--- src/rtl/uart_fifo_ipu.sv ---
// UART interface unit: TX/RX byte FIFOs, runtime bit divisor, sticky error flags and IRQ.
// Define UART_PARITY_EN to add an even parity bit to both TX and RX frames (8E1 instead of 8N1).
module uart_fifo_ipu #(
    parameter int DATA_W  = 32,
    parameter int DEPTH   = 8,
    parameter int DIV_RST = 868
) (
    input  logic              clk,
    input  logic              rst,
    input  logic              wr_i,
    input  logic              rd_i,
    input  logic [1:0]        addr_i,
    input  logic [DATA_W-1:0] entrada_i,
    output logic [DATA_W-1:0] salida_o,
    input  logic              rx,
    output logic              tx,
    output logic              irq_o
);
    localparam int AW = $clog2(DEPTH);
    localparam logic [AW:0] PTR_ONE = 1;

    typedef enum logic [2:0] {
        S_IDLE, S_START, S_DATA, S_PARITY, S_STOP
    } state_t;

    logic w_wr_ctrl, w_wr_data, w_wr_div, w_rd_data;
    logic [7:0]  r_tx_mem [DEPTH];
    logic [7:0]  r_rx_mem [DEPTH];
    logic [AW:0] r_tx_wp, r_tx_rp, r_rx_wp, r_rx_rp, w_tx_lvl, w_rx_lvl;
    logic w_tx_full, w_tx_empty, w_rx_full, w_rx_empty;
    logic w_tx_push, w_tx_pop, w_rx_push, w_rx_pop, w_rx_push_req;
    logic [7:0]  w_tx_head, w_rx_head, w_rx_byte;
    logic [15:0] r_div, w_div_wr;
    logic r_rx_ie, r_tx_ie, r_ovr, r_ferr, r_irq, w_perr, w_ovr_set, w_ferr_set;
    logic [31:0] w_status;
    logic w_unused;

    assign w_wr_ctrl = wr_i && (addr_i == 2'd0);
    assign w_wr_data = wr_i && (addr_i == 2'd1);
    assign w_wr_div  = wr_i && (addr_i == 2'd2);
    assign w_rd_data = rd_i && (addr_i == 2'd1);
    assign w_unused  = ^{entrada_i[DATA_W-1:26], entrada_i[23:16]};

    // The extra pointer MSB tells full (MSBs differ) from empty (pointers equal).
    assign w_tx_lvl   = r_tx_wp - r_tx_rp;
    assign w_rx_lvl   = r_rx_wp - r_rx_rp;
    assign w_tx_empty = (r_tx_wp == r_tx_rp);
    assign w_rx_empty = (r_rx_wp == r_rx_rp);
    assign w_tx_full  = (r_tx_wp[AW] != r_tx_rp[AW]) && (r_tx_wp[AW-1:0] == r_tx_rp[AW-1:0]);
    assign w_rx_full  = (r_rx_wp[AW] != r_rx_rp[AW]) && (r_rx_wp[AW-1:0] == r_rx_rp[AW-1:0]);
    assign w_tx_head  = r_tx_mem[r_tx_rp[AW-1:0]];
    assign w_rx_head  = r_rx_mem[r_rx_rp[AW-1:0]];

    assign w_tx_push  = w_wr_data && !w_tx_full;
    assign w_rx_pop   = w_rd_data && !w_rx_empty;
    assign w_rx_push  = w_rx_push_req && (!w_rx_full || w_rx_pop);
    assign w_ovr_set  = w_rx_push_req && w_rx_full && !w_rx_pop;

    // NOTE: storage arrays are deliberately not reset; the pointers alone define which entries are valid.
    always_ff @(posedge clk) begin
        if (w_tx_push) r_tx_mem[r_tx_wp[AW-1:0]] <= entrada_i[7:0];
        if (w_rx_push) r_rx_mem[r_rx_wp[AW-1:0]] <= w_rx_byte;
    end

    always_ff @(posedge clk or negedge rst) begin
        if (!rst) begin
            r_tx_wp <= '0;
            r_tx_rp <= '0;
            r_rx_wp <= '0;
            r_rx_rp <= '0;
        end else begin
            if (w_tx_push) r_tx_wp <= r_tx_wp + PTR_ONE;
            if (w_tx_pop)  r_tx_rp <= r_tx_rp + PTR_ONE;
            if (w_rx_push) r_rx_wp <= r_rx_wp + PTR_ONE;
            if (w_rx_pop)  r_rx_rp <= r_rx_rp + PTR_ONE;
        end
    end

    assign w_div_wr = (entrada_i[15:0] < 16'd4) ? 16'd4 : entrada_i[15:0];

    always_ff @(posedge clk or negedge rst) begin
        if (!rst) begin
            r_div   <= 16'(DIV_RST);
            r_rx_ie <= 1'b0;
            r_tx_ie <= 1'b0;
            r_ovr   <= 1'b0;
            r_ferr  <= 1'b0;
            r_irq   <= 1'b0;
        end else begin
            if (w_wr_div) r_div <= w_div_wr;
            if (w_wr_ctrl) begin
                r_rx_ie <= entrada_i[24];
                r_tx_ie <= entrada_i[25];
                if (entrada_i[4]) r_ovr  <= 1'b0;
                if (entrada_i[7]) r_ferr <= 1'b0;
            end
            if (w_ovr_set)  r_ovr  <= 1'b1;
            if (w_ferr_set) r_ferr <= 1'b1;
            r_irq <= (r_rx_ie && !w_rx_empty) || (r_tx_ie && w_tx_empty);
        end
    end
    assign irq_o = r_irq;

    // ---------------- Transmitter ----------------
    state_t      r_tx_st, w_tx_st;
    logic [15:0] r_tx_cnt, w_tx_cnt_n, r_tx_div, w_tx_div_n;
    logic [2:0]  r_tx_bit, w_tx_bit_n;
    logic [7:0]  r_tx_sh, w_tx_sh_n;
    logic        r_tx_par, w_tx_par_n, r_tx, w_tx_n, w_tx_done;

    assign w_tx_done = (r_tx_cnt == r_tx_div - 16'd1);

    // NOTE: every combinational output gets a default first, so no path can infer a latch.
    always_comb begin
        w_tx_st    = r_tx_st;
        w_tx_cnt_n = r_tx_cnt + 16'd1;
        w_tx_div_n = r_tx_div;
        w_tx_bit_n = r_tx_bit;
        w_tx_sh_n  = r_tx_sh;
        w_tx_par_n = r_tx_par;
        w_tx_pop   = 1'b0;
        w_tx_n     = 1'b1;
        case (r_tx_st)
            S_IDLE: begin
                w_tx_cnt_n = '0;
                if (!w_tx_empty) w_tx_st = S_START;
            end
            S_START: if (w_tx_done) begin
                w_tx_cnt_n = '0;
                w_tx_bit_n = '0;
                w_tx_st    = S_DATA;
            end
            S_DATA: if (w_tx_done) begin
                w_tx_cnt_n = '0;
                w_tx_sh_n  = {1'b0, r_tx_sh[7:1]};
                w_tx_bit_n = r_tx_bit + 3'd1;
                if (r_tx_bit == 3'd7) begin
`ifdef UART_PARITY_EN
                    w_tx_st = S_PARITY;
`else
                    w_tx_st = S_STOP;
`endif
                end
            end
`ifdef UART_PARITY_EN
            S_PARITY: if (w_tx_done) begin
                w_tx_cnt_n = '0;
                w_tx_st    = S_STOP;
            end
`endif
            S_STOP: if (w_tx_done) begin
                w_tx_cnt_n = '0;
                w_tx_st    = w_tx_empty ? S_IDLE : S_START;
            end
            default: w_tx_st = S_IDLE;
        endcase
        // Frame start: pop the head and freeze the divisor for the whole frame.
        if ((r_tx_st == S_IDLE || (r_tx_st == S_STOP && w_tx_done)) && !w_tx_empty) begin
            w_tx_pop   = 1'b1;
            w_tx_div_n = r_div;
            w_tx_sh_n  = w_tx_head;
            w_tx_par_n = ^w_tx_head;
        end
        case (w_tx_st)
            S_START:  w_tx_n = 1'b0;
            S_DATA:   w_tx_n = w_tx_sh_n[0];
            S_PARITY: w_tx_n = r_tx_par;
            default:  w_tx_n = 1'b1;
        endcase
    end

    always_ff @(posedge clk or negedge rst) begin
        if (!rst) begin
            r_tx_st  <= S_IDLE;
            r_tx_cnt <= '0;
            r_tx_div <= 16'(DIV_RST);
            r_tx_bit <= '0;
            r_tx_sh  <= '0;
            r_tx_par <= 1'b0;
            r_tx     <= 1'b1;
        end else begin
            r_tx_st  <= w_tx_st;
            r_tx_cnt <= w_tx_cnt_n;
            r_tx_div <= w_tx_div_n;
            r_tx_bit <= w_tx_bit_n;
            r_tx_sh  <= w_tx_sh_n;
            r_tx_par <= w_tx_par_n;
            r_tx     <= w_tx_n;
        end
    end
    assign tx = r_tx;

    // ---------------- Receiver ----------------
    state_t      r_rx_st, w_rx_st;
    logic [15:0] r_rx_cnt, w_rx_cnt_n, r_rx_div, w_rx_div_n, w_rx_half;
    logic [2:0]  r_rx_bit, w_rx_bit_n;
    logic [7:0]  r_rx_sh, w_rx_sh_n;
    logic        r_rx_s1, r_rx_s2, r_rx_d, w_rx_fall, w_rx_tick;

    always_ff @(posedge clk or negedge rst) begin
        if (!rst) begin
            r_rx_s1 <= 1'b1;
            r_rx_s2 <= 1'b1;
            r_rx_d  <= 1'b1;
        end else begin
            r_rx_s1 <= rx;
            r_rx_s2 <= r_rx_s1;
            r_rx_d  <= r_rx_s2;
        end
    end

    assign w_rx_fall = r_rx_d && !r_rx_s2;
    assign w_rx_half = {1'b0, r_rx_div[15:1]};
    assign w_rx_tick = (r_rx_st == S_START) ? (r_rx_cnt == w_rx_half - 16'd1)
                                            : (r_rx_cnt == r_rx_div - 16'd1);
    assign w_rx_byte = r_rx_sh;

`ifdef UART_PARITY_EN
    logic r_perr, w_perr_set;
`endif

    always_comb begin
        w_rx_st       = r_rx_st;
        w_rx_cnt_n    = r_rx_cnt + 16'd1;
        w_rx_div_n    = r_rx_div;
        w_rx_bit_n    = r_rx_bit;
        w_rx_sh_n     = r_rx_sh;
        w_rx_push_req = 1'b0;
        w_ferr_set    = 1'b0;
`ifdef UART_PARITY_EN
        w_perr_set    = 1'b0;
`endif
        case (r_rx_st)
            S_IDLE: begin
                w_rx_cnt_n = '0;
                if (w_rx_fall) begin
                    w_rx_div_n = r_div;
                    w_rx_st    = S_START;
                end
            end
            S_START: if (w_rx_tick) begin
                w_rx_cnt_n = '0;
                w_rx_bit_n = '0;
                w_rx_st    = r_rx_s2 ? S_IDLE : S_DATA;
            end
            S_DATA: if (w_rx_tick) begin
                w_rx_cnt_n = '0;
                w_rx_sh_n  = {r_rx_s2, r_rx_sh[7:1]};
                w_rx_bit_n = r_rx_bit + 3'd1;
                if (r_rx_bit == 3'd7) begin
`ifdef UART_PARITY_EN
                    w_rx_st = S_PARITY;
`else
                    w_rx_st = S_STOP;
`endif
                end
            end
`ifdef UART_PARITY_EN
            S_PARITY: if (w_rx_tick) begin
                w_rx_cnt_n = '0;
                w_perr_set = (r_rx_s2 != ^r_rx_sh);
                w_rx_st    = S_STOP;
            end
`endif
            S_STOP: if (w_rx_tick) begin
                w_rx_cnt_n    = '0;
                w_rx_push_req = r_rx_s2;
                w_ferr_set    = !r_rx_s2;
                w_rx_st       = S_IDLE;
            end
            default: w_rx_st = S_IDLE;
        endcase
    end

    always_ff @(posedge clk or negedge rst) begin
        if (!rst) begin
            r_rx_st  <= S_IDLE;
            r_rx_cnt <= '0;
            r_rx_div <= 16'(DIV_RST);
            r_rx_bit <= '0;
            r_rx_sh  <= '0;
        end else begin
            r_rx_st  <= w_rx_st;
            r_rx_cnt <= w_rx_cnt_n;
            r_rx_div <= w_rx_div_n;
            r_rx_bit <= w_rx_bit_n;
            r_rx_sh  <= w_rx_sh_n;
        end
    end

`ifdef UART_PARITY_EN
    always_ff @(posedge clk or negedge rst) begin
        if (!rst) begin
            r_perr <= 1'b0;
        end else begin
            if (w_wr_ctrl && entrada_i[5]) r_perr <= 1'b0;
            if (w_perr_set) r_perr <= 1'b1;
        end
    end
    assign w_perr = r_perr;
`else
    assign w_perr = 1'b0;
`endif

    // ---------------- Register read ----------------
    assign w_status = {6'd0, r_tx_ie, r_rx_ie, 8'(w_tx_lvl), 8'(w_rx_lvl),
                       r_ferr, (r_tx_st != S_IDLE), w_perr, r_ovr,
                       w_rx_empty, w_rx_full, w_tx_empty, w_tx_full};

    always_comb begin
        salida_o = '0;
        case (addr_i)
            2'd0:    salida_o = DATA_W'(w_status);
            2'd1:    salida_o = w_rx_empty ? '0 : DATA_W'(w_rx_head);
            2'd2:    salida_o = DATA_W'(r_div);
            default: salida_o = '0;
        endcase
    end
endmodule

--- config.mk ---
export PLATFORM = sky130hd
export DESIGN_NAME = uart_fifo_ipu
export DESIGN_NICKNAME = d
export VERILOG_FILES = /design/src/rtl/uart_fifo_ipu.sv
export SDC_FILE = /design/constraint.sdc
export NUM_CORES = 1
export LEC_CHECK = 0
export BUFFER_PORTS_ARGS = -buffer_cell sky130_fd_sc_hd__buf_2
export CORE_MARGIN = 2
export CORE_UTILIZATION = 56
export CTS_BUF_LIST = sky130_fd_sc_hd__clkbuf_16
export CTS_CLUSTER_SIZE = 24
export DETAILED_ROUTE_END_ITERATION = 10
export HOLD_SLACK_MARGIN = 0.1
export PLACE_DENSITY = 0.89
export SYNTH_ARGS = -nofsm -noshare
export SYNTH_HDL_FRONTEND = slang
export SYNTH_SLANG_ARGS = --single-unit
--- constraint.sdc ---
create_clock -name clk -period 4.9 [get_ports clk]
set_clock_uncertainty 0.05 [all_clocks]
set_input_delay 0.49 -clock clk [delete_from_list [all_inputs] [get_ports clk]]
set_output_delay 0.49 -clock clk [all_outputs]
set_load 0.05 [all_outputs]
==> results of run 1 <==
[stage by stage]
stage	hold slack [ns]	utilization	instances	area, um^2	power (mW)
after floorplan	0.144	-	1055	13100	4.38
after global placement	0.296	0.597	1372	13600	4.80
after detailed placement	0.297	0.597	1372	13600	4.87
after CTS	0.132	0.634	1420	14500	6.82
after global routing	0.151	0.635	1420	14500	7.15
final	0.138	0.635	1420	14500	6.86
[worst max-delay path: cells and delay by family (launching register included)]
kind	cells	cell delay [ns]
flip-flops	1	0.56
adder cells (fa/ha/maj)	1	0.26
AND/OR/NAND/NOR	9	2.81
buffers and inverters	1	0.24
AO/OA/AOI/OAI	2	0.44
[cell families (layout without fill, tap and decap cells)]
logic type | Yosys count | after routing | synth area share
DFF | 261 | 261 | 0.551
other | 1 | 10 | 0.000287
and+or+nand+nor | 334 | 334 | 0.139
adders and majority gates | 20 | 20 | 0.0203
AOI/OAI and AO/OA | 129 | 129 | 0.0716
muxes | 118 | 118 | 0.128
xor gates and xnor gates | 81 | 81 | 0.0543
buffers and inverters | 102 | 154 | 0.0346
[placed cells by master (no fill, tap or decap), types with 9 or more instances in the layout]
master	synthesis	layout
edfxtp_1	128	128
ha_1	18	18
nor2_1	72	72
mux4_2	32	32
clkbuf_16	0	25
buf_4	12	25
a211oi_1	9	9
xnor2_1	42	42
and2_1	13	13
a21oi_1	24	24
conb_1	1	10
nor4_1	28	27
buf_2	6	47
o22ai_1	9	9
mux2i_1	33	33
nand2_1	55	54
nand4_1	10	10
dfstp_2	19	19
xor2_1	39	39
nor3_1	28	27
inv_1	31	32
dfrtp_1	114	113
nand3_1	38	38
mux2_2	46	46
and3_1	13	13
o21ai_0	23	23
nor2b_1	13	13
[sequential cells by signal, summed over array words and instances (netlist names), 3 cells and up]
| name | flops |
|---|---|
| r_tx_wp | 4 |
| r_tx_cnt | 16 |
| r_rx_mem | 64 |
| r_div | 16 |
| r_tx_st | 3 |
| r_tx_mem | 64 |
| r_rx_cnt | 16 |
| r_rx_div | 16 |
| r_tx_bit | 3 |
| r_rx_sh | 8 |
| r_rx_st | 3 |
| r_tx_sh | 8 |
| r_rx_wp | 4 |
| r_rx_rp | 4 |
| r_tx_div | 16 |
| r_rx_bit | 3 |
| r_tx_rp | 4 |
[where the power goes]
| group | total, mW | internal (mW) | switching [mW] | leakage [nW] |
|---|---|---|---|---|
| clock | 1.92 | 1.09 | 0.830 | 0.397 |
| combinational | 1.98 | 0.844 | 1.13 | 2.55 |
| sequential | 2.95 | 2.54 | 0.415 | 2.92 |
[how the worst min path moves through the flow]
stage               to  cells after the start  slack [ns]          start
6_report       r_rx_ie                      2        0.14  entrada_i[24]
5_1_grt        r_rx_ie                      2        0.15  entrada_i[24]
4_1_cts        r_rx_ie                      2        0.13  entrada_i[24]
3_5_place_dp   r_rx_s2                      0        0.30        r_rx_s1
3_3_place_gp   r_rx_s2                      0        0.30        r_rx_s1
2_1_floorplan    irq_o                      0        0.14            rst
[cell type report]
type | instances | area, um^2 | area share
inverters | 33 | 124 | 0.00857
repair buffers | 75 | 454 | 0.0314
well taps | 313 | 392 | 0.0271
clock buffers | 25 | 626 | 0.0433
multi-input cells | 692 | 5480 | 0.379
clock inverters | 21 | 191 | 0.0132
flip-flops and latches | 261 | 7200 | 0.498
[routing by layer]
layer / vias to the layer above / routed length (um)
met5: - / 0
met1: 4414 / 12000
met4: 0 / 1270
li1: 3956 / -
met2: 457 / 14700
met3: 106 / 2240
[what timing repair did]
item | 4_1_cts | 5_1_grt
hold buffers | 2 | 0
resized for setup | 2 | 3
hold endpoints to repair | 83 | 0
setup endpoints to repair | 16 | 64
cloned | 0 | 0
==> results_dict.tcl, run 1 <==
set metrics [dict create \
    postLayoutSetupSlackWorst_ns 0.233 \
    vdd_drop_max_v 0.000394 \
    first_pass_iters 6 \
    finish.net_count 1147 \
    nFillCells 1565 \
    ys_top_cells_by_area "edfxtp_1, dfrtp_1, mux4_2" \
    synth_flop_cell "edfxtp_1" \
    cts_sinks 261 \
    worst_pin_slew_ns 1.20 \
    met3_usage 0.0352 \
    cts_tree "done" \
    cp_data_arrival_time_ns 4.86 \
    crit_path_max_incr_delay_ns 0.56 \
    clk_latency_ns 0.54 \
    timing.fmax_mhz 214 \
    drtAntennaViolNets 0 \
    hold_path.class "in -> reg" \
    overflow 0 \
    status "complete, no violations" \
    fin_crit_sh 0.952 \
    drc 0 \
    root_buffer "clkbuf_16" \
    final-max-slew-violation-count 0 \
    start_util 0.573 \
    htreeDepth 1 \
    grt_pass1_wl_um 48100 \
    synth_top_area_frac 0.294 \
    setup_viol_count_final 0 \
    dp_slack_ns -0.0254 \
    async_reset_ff_frac 0.510 \
    synth.most_common_cell "edfxtp_1" \
    p_per_area_nw_per_um2 474 \
    rsz0062_at_grt "no" \
    post_drt_wl_per_cell_um 21.2 \
    path_max_fanout 12 \
    slowest_stage "dfrtp_1" \
    r2r_start "r_rx_st[0]" \
    grt_pass1_vias 8976 \
    ys_types 76 \
    setup.worst_path.end_class "flip-flop" \
    finalHoldViolCount 0 \
    synth_commonest_cells "edfxtp_1, dfrtp_1, nor2_1" \
    synth_enable_flop_cells 128 \
    cp-startpoint "r_rx_st[0]" \
    via_per_inst 6.29 \
    gp_congestion 0.931 \
    r2r-end "r_rx_mem[6][3]" \
    drv_cap 0 \
    p_leak_nw 5.86 \
    drtIter0Drc 1088 \
    chipHeight_um 157 \
    clk_pin_slew_worst_paths_ns 0.06 \
    criticalPathCategory "reg -> reg" \
    dp_hpwl_um 19800 \
    relSlewSlack 0.201 \
    io_pins 73 \
    synth_top_area_cell "edfxtp_1" \
    die_x_um 157 \
    routed_wl_um 30200 \
    tns_ns 0 \
    core_area_um2 22800 \
    synth-seq-cells 261 \
    cts_max_path_buffers 3 \
    syn-mean-instance-area_um2 12.5 \
    syn_inst 1046 \
    num_antenna_cells 0 \
    yosysWarnings 0 \
    crit_end "r_rx_mem[6][3]" \
    ys_seq_area_frac 0.551 \
    antenna_found_initial 0 \
    r2r_setup_slack_ns 0.23 \
    drive_gt1_frac 0.216 \
    reg2regPathDepth 13 \
    grt_busiest_layer "met2" \
    period_minus_slack_ns 4.67 \
    io_buffers 48 \
    synth_area_um2 13100 \
    grt_use_met2 0.421 \
    track_usage 0.251 \
    fp.dieArea_um2 24500 \
    cts_made_buffers 25 \
    grt_max_degree 99 \
    grtUsageMet1 0.332 \
    cts_setup_buffers 0 \
    critPathRequiredTime_ns 5.09 \
    fp-row-count 55 \
    syn2layout_area_growth_pct 10.8 \
    startpoint_type "flip-flop" \
    dr_total_vias 8933 \
    path_cells "or3b_1 -> a21oi_1 -> ha_1 -> or4b_1 -> nor3_2 -> nand3_1 -> o21a_1 -> nor3_1 -> nand4bb_1 -> nor4_2 -> nand2_2 -> nor4b_2 -> buf_4" \
]
Power figures use the tool's default switching activity.
==> inputs of run 2 (changes only) <==
--- a/config.mk
+++ b/config.mk
@@ -7,12 +7,12 @@
 export LEC_CHECK = 0
 export BUFFER_PORTS_ARGS = -buffer_cell sky130_fd_sc_hd__buf_2
 export CORE_MARGIN = 2
-export CORE_UTILIZATION = 56
-export CTS_BUF_LIST = sky130_fd_sc_hd__clkbuf_16
+export CORE_UTILIZATION = 57
+export CTS_BUF_LIST = sky130_fd_sc_hd__clkbuf_2 sky130_fd_sc_hd__clkbuf_4 sky130_fd_sc_hd__clkbuf_8
 export CTS_CLUSTER_SIZE = 24
 export DETAILED_ROUTE_END_ITERATION = 10
 export HOLD_SLACK_MARGIN = 0.1
-export PLACE_DENSITY = 0.89
+export PLACE_DENSITY = 0.9
 export SYNTH_ARGS = -nofsm -noshare
 export SYNTH_HDL_FRONTEND = slang
 export SYNTH_SLANG_ARGS = --single-unit
==> results_dict.tcl, run 2 (synthesis gave the netlist of run 1 again) <==
set metrics [dict create \
    syn2layout_area_growth_pct 12.1 \
    seq_power_share 0.412 \
    grt_max_degree 78 \
    die_x_um 155 \
    post_drt_wl_per_cell_um 21.2 \
    status "complete, no violations" \
    period_minus_slack_ns 4.69 \
    antenna_found_initial 0 \
    track_usage 0.248 \
    fp-row-count 55 \
    htreeDepth 2 \
    wl_met1_um 11700 \
    finalNonFillerCells 1423 \
    startpoint_type "flip-flop" \
    gp_congestion 0.911 \
    fin_crit_sh 0.957 \
    cts_made_buffers 42 \
    finish.net_count 1163 \
    clk_pin_slew_worst_paths_ns 0.06 \
    clk_latency_ns 0.58 \
    fin_hold_ws_ns 0.122 \
    mostFrequentLayoutCells "edfxtp_1, dfrtp_1, nor2_1" \
    r2r_start "r_rx_st[1]" \
    r2r_setup_slack_ns 0.21 \
    num_antenna_cells 0 \
    timing.fmax_mhz 213 \
    dr.max_layer_used "met4" \
    nFillCells 1516 \
    dp.cells 1341 \
    clkPwrFrac 0.309 \
    cts_sinks 261 \
    cts_max_path_buffers 3 \
    io_pins 73 \
    dp_hpwl_um 20000 \
    worst_pin_slew_ns 1.09 \
    reg2regPathDepth 13 \
    setup.worst_path.end_class "flip-flop" \
    p_leak_nw 6.01 \
    wl_met3_um 2090 \
    r2r-end "r_rx_mem[4][1]" \
    multiInputGateArea_um2 5490 \
    final-max-slew-violation-count 0 \
    finalHoldViolCount 0 \
    io_buffers 48 \
    hold-path-cell-count 2 \
    drv_cap 0 \
    overflow 0 \
    p_per_area_nw_per_um2 487 \
    via_per_inst 6.38 \
    dr_wl_met2_um 15000 \
    drtAntennaViolNets 0 \
    setup_viol_count_final 0 \
    drtIter0Drc 763 \
    cts_tree "done" \
    start_util 0.578 \
    fp.dieArea_um2 24100 \
    final_common_cell "edfxtp_1" \
    dr_total_vias 9078 \
    core_area_um2 22600 \
    combPwrFrac 0.279 \
    grt_pass1_wl_um 47300 \
    grt_pass1_vias 9064 \
    switching_share 0.343 \
    p_int_mw 4.68 \
    criticalPathCategory "reg -> reg" \
    netSwitchingPower_mw 2.45 \
    vdd_drop_max_v 0.000262 \
    rsz0062_at_grt "no" \
    routed_wl_um 30100 \
    critPathRequiredTime_ns 5.12 \
    chipHeight_um 155 \
    relSlewSlack 0.274 \
    hold_path.class "in -> reg" \
    cts_setup_buffers 0 \
    min-delay-start "entrada_i[13]" \
    drive_gt1_frac 0.241 \
    path_max_fanout 11 \
    hold-path-endpoint "r_div[13]" \
    first_pass_iters 5 \
    register_area_um2 7200 \
    drc 0 \
    root_buffer "clkbuf_8" \
    cp_data_arrival_time_ns 4.91 \
]
run 2: changes by cell type in the layout (fill, tap and decap cells not counted), sizes merged:
cell	before	now
clkbuf	25	64
clkinvlp	4	0
buf	73	70
clkinv	11	8
dlygate4sd3	2	4
bufinv	3	4
inv	36	35
run 2: metrics by stage:
| stage | cell area [um^2] | util | power, mW | worst slack [ns] | setup TNS [ns] |
|---|---|---|---|---|---|
| 2_1_floorplan | 13100 | - | 4.38 | -0.233 | -6.97 |
| 3_3_place_gp | 13500 | 0.600 | 4.79 | 0.269 | 0 |
| 3_5_place_dp | 13500 | 0.600 | 4.86 | -0.0805 | -1.74 |
| 4_1_cts | 14600 | 0.647 | 7.09 | 0.117 | 0 |
| 5_1_grt | 14600 | 0.648 | 7.43 | 0.0445 | 0 |
| 6_report | 14600 | 0.648 | 7.13 | 0.211 | 0 |
run 2: how the worst max path moves through the flow:
stage | start | to | slack (ns) | depth (start not counted)
final | r_rx_st[1] | r_rx_mem[4][1] | 0.21 | 13
after global routing | r_rx_st[1] | r_rx_mem[4][6] | 0.04 | 13
after CTS | r_rx_st[0] | r_rx_mem[6][0] | 0.12 | 13
after detailed placement | r_rx_st[0] | r_rx_mem[6][0] | -0.08 | 13
after global placement | r_rx_st[1] | r_rx_mem[6][0] | 0.27 | 13
after floorplan | r_rx_st[2] | r_rx_mem[4][0] | -0.23 | 15
run 2: repair_timing:
action,4_1_cts,5_1_grt
endpoints found under the setup margin,56,64
endpoints found under the hold margin,66,0
resized for setup,2,6
hold buffers,4,0
run 2: layout make-up:
class	count	share of cell area
tap	285	0.0244
inverter	33	0.00846
clock inverter	14	0.0127
multi-input combinational	692	0.375
clock buffer	64	0.0563
timing repair buffer	74	0.0309
sequential	261	0.492
run 2: worst max-delay path, cell delays in order, from the launching register on:
cell,delay (ns)
dfrtp_1,0.55
or3b_1,0.50
a21oi_1,0.23
ha_1,0.25
or4b_1,0.56
nor3_4,0.24
nand3_1,0.16
o21a_1,0.22
nor3_1,0.23
nand4bb_1,0.23
nor4_4,0.36
nand2_2,0.23
nor4b_1,0.34
buf_4,0.24
run 2: power by group through the flow:
stage | sequential, mW | clock, mW | combinational, mW
after floorplan | 2.75 | 0 | 1.63
after global placement | 2.93 | 0 | 1.86
after detailed placement | 2.94 | 0 | 1.92
after CTS | 2.91 | 2.22 | 1.95
after global routing | 2.97 | 2.31 | 2.16
final | 2.94 | 2.20 | 1.99
run 2: routing by layer:
layer,track usage,vias to the layer above
li1,-,3992
met1,0.320,4487
met2,0.418,478
met3,0.0387,121
met4,0.111,0
met5,0,-
